$ cat src/rtl/captura_matriz.sv
// captura_matriz: samples a multiplexed 5x7 LED-matrix scan and rebuilds the column maps.
// Optional watchdog output sem_sinal is built only when CAPTURA_TIMEOUT_EN is defined.
module captura_matriz #(
  parameter int SYNC_STAGES    = 2,
  parameter int STABLE_CYCLES  = 4,
  parameter int COL_ACTIVE_LOW = 1,
  parameter int ROW_ACTIVE_LOW = 1,
  parameter int TIMEOUT        = 65535
) (
  input  logic       clock,
  input  logic       reset,
  input  logic       enable,
  input  logic [6:0] linhas,
  input  logic [4:0] colunas,
  output logic [6:0] mapa0,
  output logic [6:0] mapa1,
  output logic [6:0] mapa2,
  output logic [6:0] mapa3,
  output logic [6:0] mapa4,
  output logic       quadro_valido,
  output logic       erro_coluna,
  output logic       erro_sequencia,
  output logic [2:0] coluna_atual
`ifdef CAPTURA_TIMEOUT_EN
  ,
  output logic       sem_sinal
`endif
);

  if (SYNC_STAGES < 2 || STABLE_CYCLES < 1 || STABLE_CYCLES > 255 ||
      TIMEOUT < 1 || TIMEOUT > 65535) begin : g_param_err
    $error("captura_matriz: parameter out of range");
  end

  localparam logic [4:0]  COL_IDLE = (COL_ACTIVE_LOW != 0) ? 5'h1F : 5'h00;
  localparam logic [6:0]  ROW_IDLE = (ROW_ACTIVE_LOW != 0) ? 7'h7F : 7'h00;
  localparam logic [11:0] PIN_IDLE = {ROW_IDLE, COL_IDLE};
  localparam logic [7:0]  STABLE_W = 8'(STABLE_CYCLES);

  typedef enum logic [1:0] {IDLE, SETTLE, CAPTURED} state_t;

  logic [11:0] sync_q [SYNC_STAGES];
  logic [4:0]  sel;
  logic [6:0]  row;
  logic [2:0]  n_set, col_idx;
  logic        is_single, is_multi, stable;

  state_t      state_q, state_d;
  logic [4:0]  cap_sel_q, cap_sel_d, prev_sel_q;
  logic [7:0]  cnt_q, cnt_d;
  logic [2:0]  exp_q, exp_d, coluna_q, coluna_d;
  logic        commit_q, commit_d, qv_q, ec_q, ec_d, es_q, es_d;
  logic        do_single, do_multi, shadow_we;
  logic [6:0]  shadow_q [5];
  logic [6:0]  mapa_q [5];

  always_ff @(posedge clock or posedge reset) begin
    if (reset) begin
      for (int i = 0; i < SYNC_STAGES; i++) sync_q[i] <= PIN_IDLE;
    end else begin
      sync_q[0] <= {linhas, colunas};
      for (int i = 1; i < SYNC_STAGES; i++) sync_q[i] <= sync_q[i-1];
    end
  end

  // Everything downstream of the synchronizer works in active-high terms.
  assign sel = (COL_ACTIVE_LOW != 0) ? ~sync_q[SYNC_STAGES-1][4:0]  : sync_q[SYNC_STAGES-1][4:0];
  assign row = (ROW_ACTIVE_LOW != 0) ? ~sync_q[SYNC_STAGES-1][11:5] : sync_q[SYNC_STAGES-1][11:5];

  always_comb begin
    n_set   = 3'd0;
    col_idx = 3'd0;
    for (int j = 0; j < 5; j++) begin
      if (sel[j]) begin
        n_set   = n_set + 3'd1;
        col_idx = 3'(j);
      end
    end
  end

  assign is_single = (n_set == 3'd1);
  assign is_multi  = (n_set > 3'd1);

  // Run length of the current sel pattern, including this cycle.
  assign cnt_d  = (sel != prev_sel_q) ? 8'd1 : ((cnt_q == 8'hFF) ? cnt_q : cnt_q + 8'd1);
  assign stable = (cnt_d >= STABLE_W);

  always_comb begin
    state_d   = state_q;
    cap_sel_d = cap_sel_q;
    do_single = 1'b0;
    do_multi  = 1'b0;
    case (state_q)
      IDLE:     state_d = SETTLE;
      SETTLE: begin
        if (stable && is_single) begin
          do_single = 1'b1;
          cap_sel_d = sel;
          state_d   = CAPTURED;
        end else if (stable && is_multi) begin
          do_multi  = 1'b1;
          cap_sel_d = sel;
          state_d   = CAPTURED;
        end
      end
      CAPTURED: if (sel != cap_sel_q) state_d = SETTLE;
      default:  state_d = IDLE;
    endcase
    if (!enable) begin
      state_d   = IDLE;
      do_single = 1'b0;
      do_multi  = 1'b0;
    end
  end

  always_comb begin
    exp_d     = exp_q;
    coluna_d  = coluna_q;
    shadow_we = 1'b0;
    commit_d  = 1'b0;
    ec_d      = do_multi;
    es_d      = 1'b0;
    if (state_q == IDLE || !enable || do_multi) begin
      exp_d = 3'd0;
    end else if (do_single) begin
      coluna_d = col_idx;
      if (col_idx == 3'd0) begin
        shadow_we = 1'b1;
        exp_d     = 3'd1;
      end else if (col_idx == exp_q) begin
        shadow_we = 1'b1;
        if (col_idx == 3'd4) begin
          exp_d    = 3'd0;
          commit_d = 1'b1;
        end else begin
          exp_d = exp_q + 3'd1;
        end
      end else begin
        es_d  = 1'b1;
        exp_d = 3'd0;
      end
    end
  end

  always_ff @(posedge clock or posedge reset) begin
    if (reset) begin
      state_q    <= IDLE;
      cap_sel_q  <= 5'd0;
      prev_sel_q <= 5'd0;
      cnt_q      <= 8'd0;
      exp_q      <= 3'd0;
      coluna_q   <= 3'd0;
      commit_q   <= 1'b0;
      qv_q       <= 1'b0;
      ec_q       <= 1'b0;
      es_q       <= 1'b0;
      for (int i = 0; i < 5; i++) begin
        shadow_q[i] <= 7'd0;
        mapa_q[i]   <= 7'd0;
      end
    end else begin
      state_q    <= state_d;
      cap_sel_q  <= cap_sel_d;
      prev_sel_q <= sel;
      cnt_q      <= cnt_d;
      exp_q      <= exp_d;
      coluna_q   <= coluna_d;
      commit_q   <= commit_d;
      qv_q       <= commit_q;
      ec_q       <= ec_d;
      es_q       <= es_d;
      if (shadow_we) shadow_q[col_idx] <= row;
      // Commit lands one edge after the column-4 capture, together with the pulse.
      if (commit_q) begin
        for (int i = 0; i < 5; i++) mapa_q[i] <= shadow_q[i];
      end
    end
  end

  assign mapa0          = mapa_q[0];
  assign mapa1          = mapa_q[1];
  assign mapa2          = mapa_q[2];
  assign mapa3          = mapa_q[3];
  assign mapa4          = mapa_q[4];
  assign quadro_valido  = qv_q;
  assign erro_coluna    = ec_q;
  assign erro_sequencia = es_q;
  assign coluna_atual   = coluna_q;

`ifdef CAPTURA_TIMEOUT_EN
  localparam logic [15:0] TIMEOUT_W = 16'(TIMEOUT);
  logic [15:0] wd_q, wd_d;

  always_comb begin
    wd_d = wd_q;
    if (!enable || do_single) wd_d = 16'd0;
    else if (wd_q < TIMEOUT_W) wd_d = wd_q + 16'd1;
  end

  always_ff @(posedge clock or posedge reset) begin
    if (reset) wd_q <= 16'd0;
    else       wd_q <= wd_d;
  end

  assign sem_sinal = enable && (wd_q >= TIMEOUT_W);
`endif

endmodule

$ cat config.mk
export PLATFORM = sky130hd
export DESIGN_NAME = captura_matriz
export DESIGN_NICKNAME = d
export VERILOG_FILES = /design/src/rtl/captura_matriz.sv
export SDC_FILE = /design/constraint.sdc
export NUM_CORES = 1
export LEC_CHECK = 0
export BUFFER_PORTS_ARGS = -buffer_cell sky130_fd_sc_hd__clkbuf_2
export CAP_MARGIN = 20
export CORE_MARGIN = 5
export CORE_UTILIZATION = 40
export CTS_BUF_LIST = sky130_fd_sc_hd__clkbuf_2
export DETAILED_ROUTE_END_ITERATION = 16
export PLACE_DENSITY = 0.7
export RECOVER_POWER = 100
export SYNTH_ARGS = -nofsm -noshare
export SYNTH_HDL_FRONTEND = slang
export SYNTH_SLANG_ARGS = --single-unit
$ cat constraint.sdc
create_clock -name clock -period 3.45 [get_ports clock]
set_input_delay 0.345 -clock clock [delete_from_list [all_inputs] [get_ports clock]]
set_output_delay 0.345 -clock clock [all_outputs]
set_load 0.02 [all_outputs]
==> flow_metrics.env <==
export IMPL_status="finished with violations"
export IMPL_violations="max-capacitance violations, max-slew violations"
export IMPL_cts_tree="done"
export IMPL_track_usage_pct=13.86
export IMPL_hold_viol_final=0
export IMPL_synth_fp_nets=414
export IMPL_path_class="reg2reg"
export IMPL_worstPathArrival_ns=3.73
export IMPL_setup_tns_ns=0
export IMPL_fin_nets=500
export IMPL_synth_area_per_cell_um2=13.31
export IMPL_syn_to_final_growth_pct=15.98
export IMPL_via_per_inst=4.946
export IMPL_endpoint_kind="flip-flop"
export IMPL_dr_pass1_iters=5
export IMPL_worst_setup_hold_path_clk_slew_ns=0.20
export IMPL_synth_area_leader_cell="dfrtp_1"
export IMPL_power_leakage_uw=0.002906
export IMPL_yosysUniqueCellTypes=56
export IMPL_layout_min_cycle_time_ns=3.227
export IMPL_clock_skew_ns=0.04669
export IMPL_final_cells=664
export IMPL_worst_pin_slew_ns=1.985
export IMPL_powerDensity_mw_per_mm2=407.4
export IMPL_gp_congestion=0.8177
export IMPL_slew_violations=77
export IMPL_maxSlewHeadroom_pct=-32.36
export IMPL_dieHeight_um=124.2
export IMPL_synthArstFlopShare_pct=100.0
export IMPL_dieArea_mm2=0.01542
export IMPL_routed_via_count=3284
export IMPL_setup_viol=0
export IMPL_cts_made_buffers=17
export IMPL_initial_core_util_pct=41.00
export IMPL_fmax_mhz=309.9
export IMPL_grt_pass1_vias=3451
export IMPL_crit_path_max_fanout=7
export IMPL_clockBufferDepth=2
export IMPL_post_place_cells=614
export IMPL_core_area_mm2=0.01272
export IMPL_ys_warnings_count=0
export IMPL_io_pins=56
export IMPL_critPathLaunchType="flip-flop"
export IMPL_cts_num_sinks=124
export IMPL_ys_top_cells_by_area="dfrtp_1, dfstp_2, mux2_2, mux2i_1, inv_1"
export IMPL_rr_worst_depth=10
export IMPL_clk_latency_ns=0.64
export IMPL_drt_wl_total_um=9975
export IMPL_drive_gt1_share_pct=27.49
export IMPL_ys_top_cells_by_count="dfrtp_1, inv_1, mux2_2"
export IMPL_grt_max_degree=87
export IMPL_yosysTopAreaCellShare_pct=47.97
export IMPL_dp_hpwl_um=6883
export IMPL_drc_errors=0
export IMPL_post_synth_top_count_cell="dfrtp_1"
export IMPL_netlist_area_mm2=0.005216
export IMPL_vdd_drop_max_mv=0.3107
export IMPL_final_area_mm2=0.006050
export IMPL_drtIter0Drc=140
export IMPL_antenna_left=0
export IMPL_globalRouteOverflowTotal=0
export IMPL_cp_required_ns=3.95
export IMPL_cts_htree_levels=4
export IMPL_die_x_um=124.2
export IMPL_wl_per_cell_um=15.02
export IMPL_num_rows=41
export IMPL_hold_class="in2reg"
export IMPL_synth_edf_count=0
export IMPL_grt_first_pass_wirelength_um=16530
export IMPL_min_path_cells=2
export IMPL_synth_flop_cell="dfrtp_1"
export IMPL_post_route_period_util_pct=93.54
export IMPL_drv_cap=2
export IMPL_rsz0062_at_grt="false"
export IMPL_netlist_instances=392
export IMPL_yosysSeqAreaShare_pct=60.06
export IMPL_dpl_cell_area_mm2=0.005728
export IMPL_cts_root_buf="clkbuf_2"
export IMPL_antenna_found_initial=1
export IMPL_utilization_pct=47.55
export IMPL_portBuffers=55
export IMPL_ys_seq_elements=124
layout make-up:
class | count | area (µm²)
diodes | 1 | 2.502
clock buffers | 20 | 100.1
clock inverters | 12 | 100.1
fillers | 1195 | 6673
inverters | 46 | 173.9
multi-input cells | 207 | 1858
flip-flops and latches | 124 | 3133
well taps | 172 | 215.2
repair buffers | 82 | 466.7
worst paths after layout:
kind / from / to / slack [ns]
max: sync_q[1] / shadow_q[4] / 0.22
min: colunas[3] / sync_q[15] / 0.31
max reg2reg: sync_q[1] / shadow_q[4] / 0.22
min reg2reg: sync_q[23] / sync_q[11] / 0.36
max in group asynchronous: reset / shadow_q[32] / 0.94
min in group asynchronous: reset / coluna_atual[1] / 0.62
kinds of logic (layout without fill, tap and decap cells):
kind of cell	after synthesis	in the layout	share of synthesized area, %
flip-flops	124	124	60.06
multiplexers	81	81	16.55
AND/OR/NAND/NOR	68	68	8.995
buffers and inverters	61	160	4.653
AO/OA/AOI/OAI	34	34	5.205
XOR/XNOR	17	17	2.854
adder cells (fa/ha/maj)	7	7	1.679
other	0	1	0
registers in the layout, summed over array words and instances (netlist names):
register and flops:
shadow_q 35, sync_q 24, cnt_q 8, mapa0 7
mapa1 7, mapa2 7, mapa3 7, mapa4 7
cap_sel_q 5, prev_sel_q 5, coluna_atual 3, exp_q 3
state_q 2, commit_q 1, erro_coluna 1, erro_sequencia 1
quadro_valido 1
layout by cell type (no fill, tap or decap), types with 8 or more instances in the layout:
cell type / n
inv_1: 42
mux2_2: 41
clkbuf_2: 35
and3_1: 8
dfrtp_1: 100
clkbuf_1: 42
mux2i_1: 39
dlygate4sd3_1: 14
nor2_1: 9
dfstp_2: 23
xnor2_1: 13
metrics by stage:
stage	setup slack [ns]	power, µW	hold WS (ns)
after floorplan	0.09922	1645	0.3452
after global placement	0.1627	1691	0.3456
after detailed placement	0.03282	1697	0.3468
after CTS	0.05143	2498	0.2397
after global routing	0.04436	2597	0.2075
final	0.2229	2465	0.3094
power breakdown:
| part | leakage, µW | internal [µW] | total (µW) | switching, µW |
|---|---|---|---|---|
| Clock | 0.000121 | 261 | 783 | 522 |
| Sequential | 0.00144 | 1490 | 1510 | 24.4 |
| Combinational | 0.00134 | 67.4 | 171 | 104 |
what timing repair did:
item                                   CTS  global route
resized for setup                        2             7
setup endpoints to repair                9            40
buffers inserted                         0             3
hold buffers                            14             0
pin swaps                                0             1
endpoints found under the hold margin   43             0
metal layers:
metal / track usage [%] / part of all wire, % / vias up
met5: 0 / 0 / -
met4: 6.434 / 2.0 / 0
met1: 17.94 / 46 / 1654
li1: - / - / 1536
met3: 3.860 / 4.1 / 14
met2: 21.66 / 48 / 80
critical path, stage by stage (launching register included):
cell and delay [ns]:
dfstp_2 0.60, inv_1 0.10, ha_4 0.32, xor2_2 0.18, xnor2_1 0.17, inv_1 0.06
ha_1 0.32, nor4_4 0.31, nor3_2 0.12, or4_1 0.72, mux2i_1 0.18
Note: power is estimated with default switching activity, not from simulation.
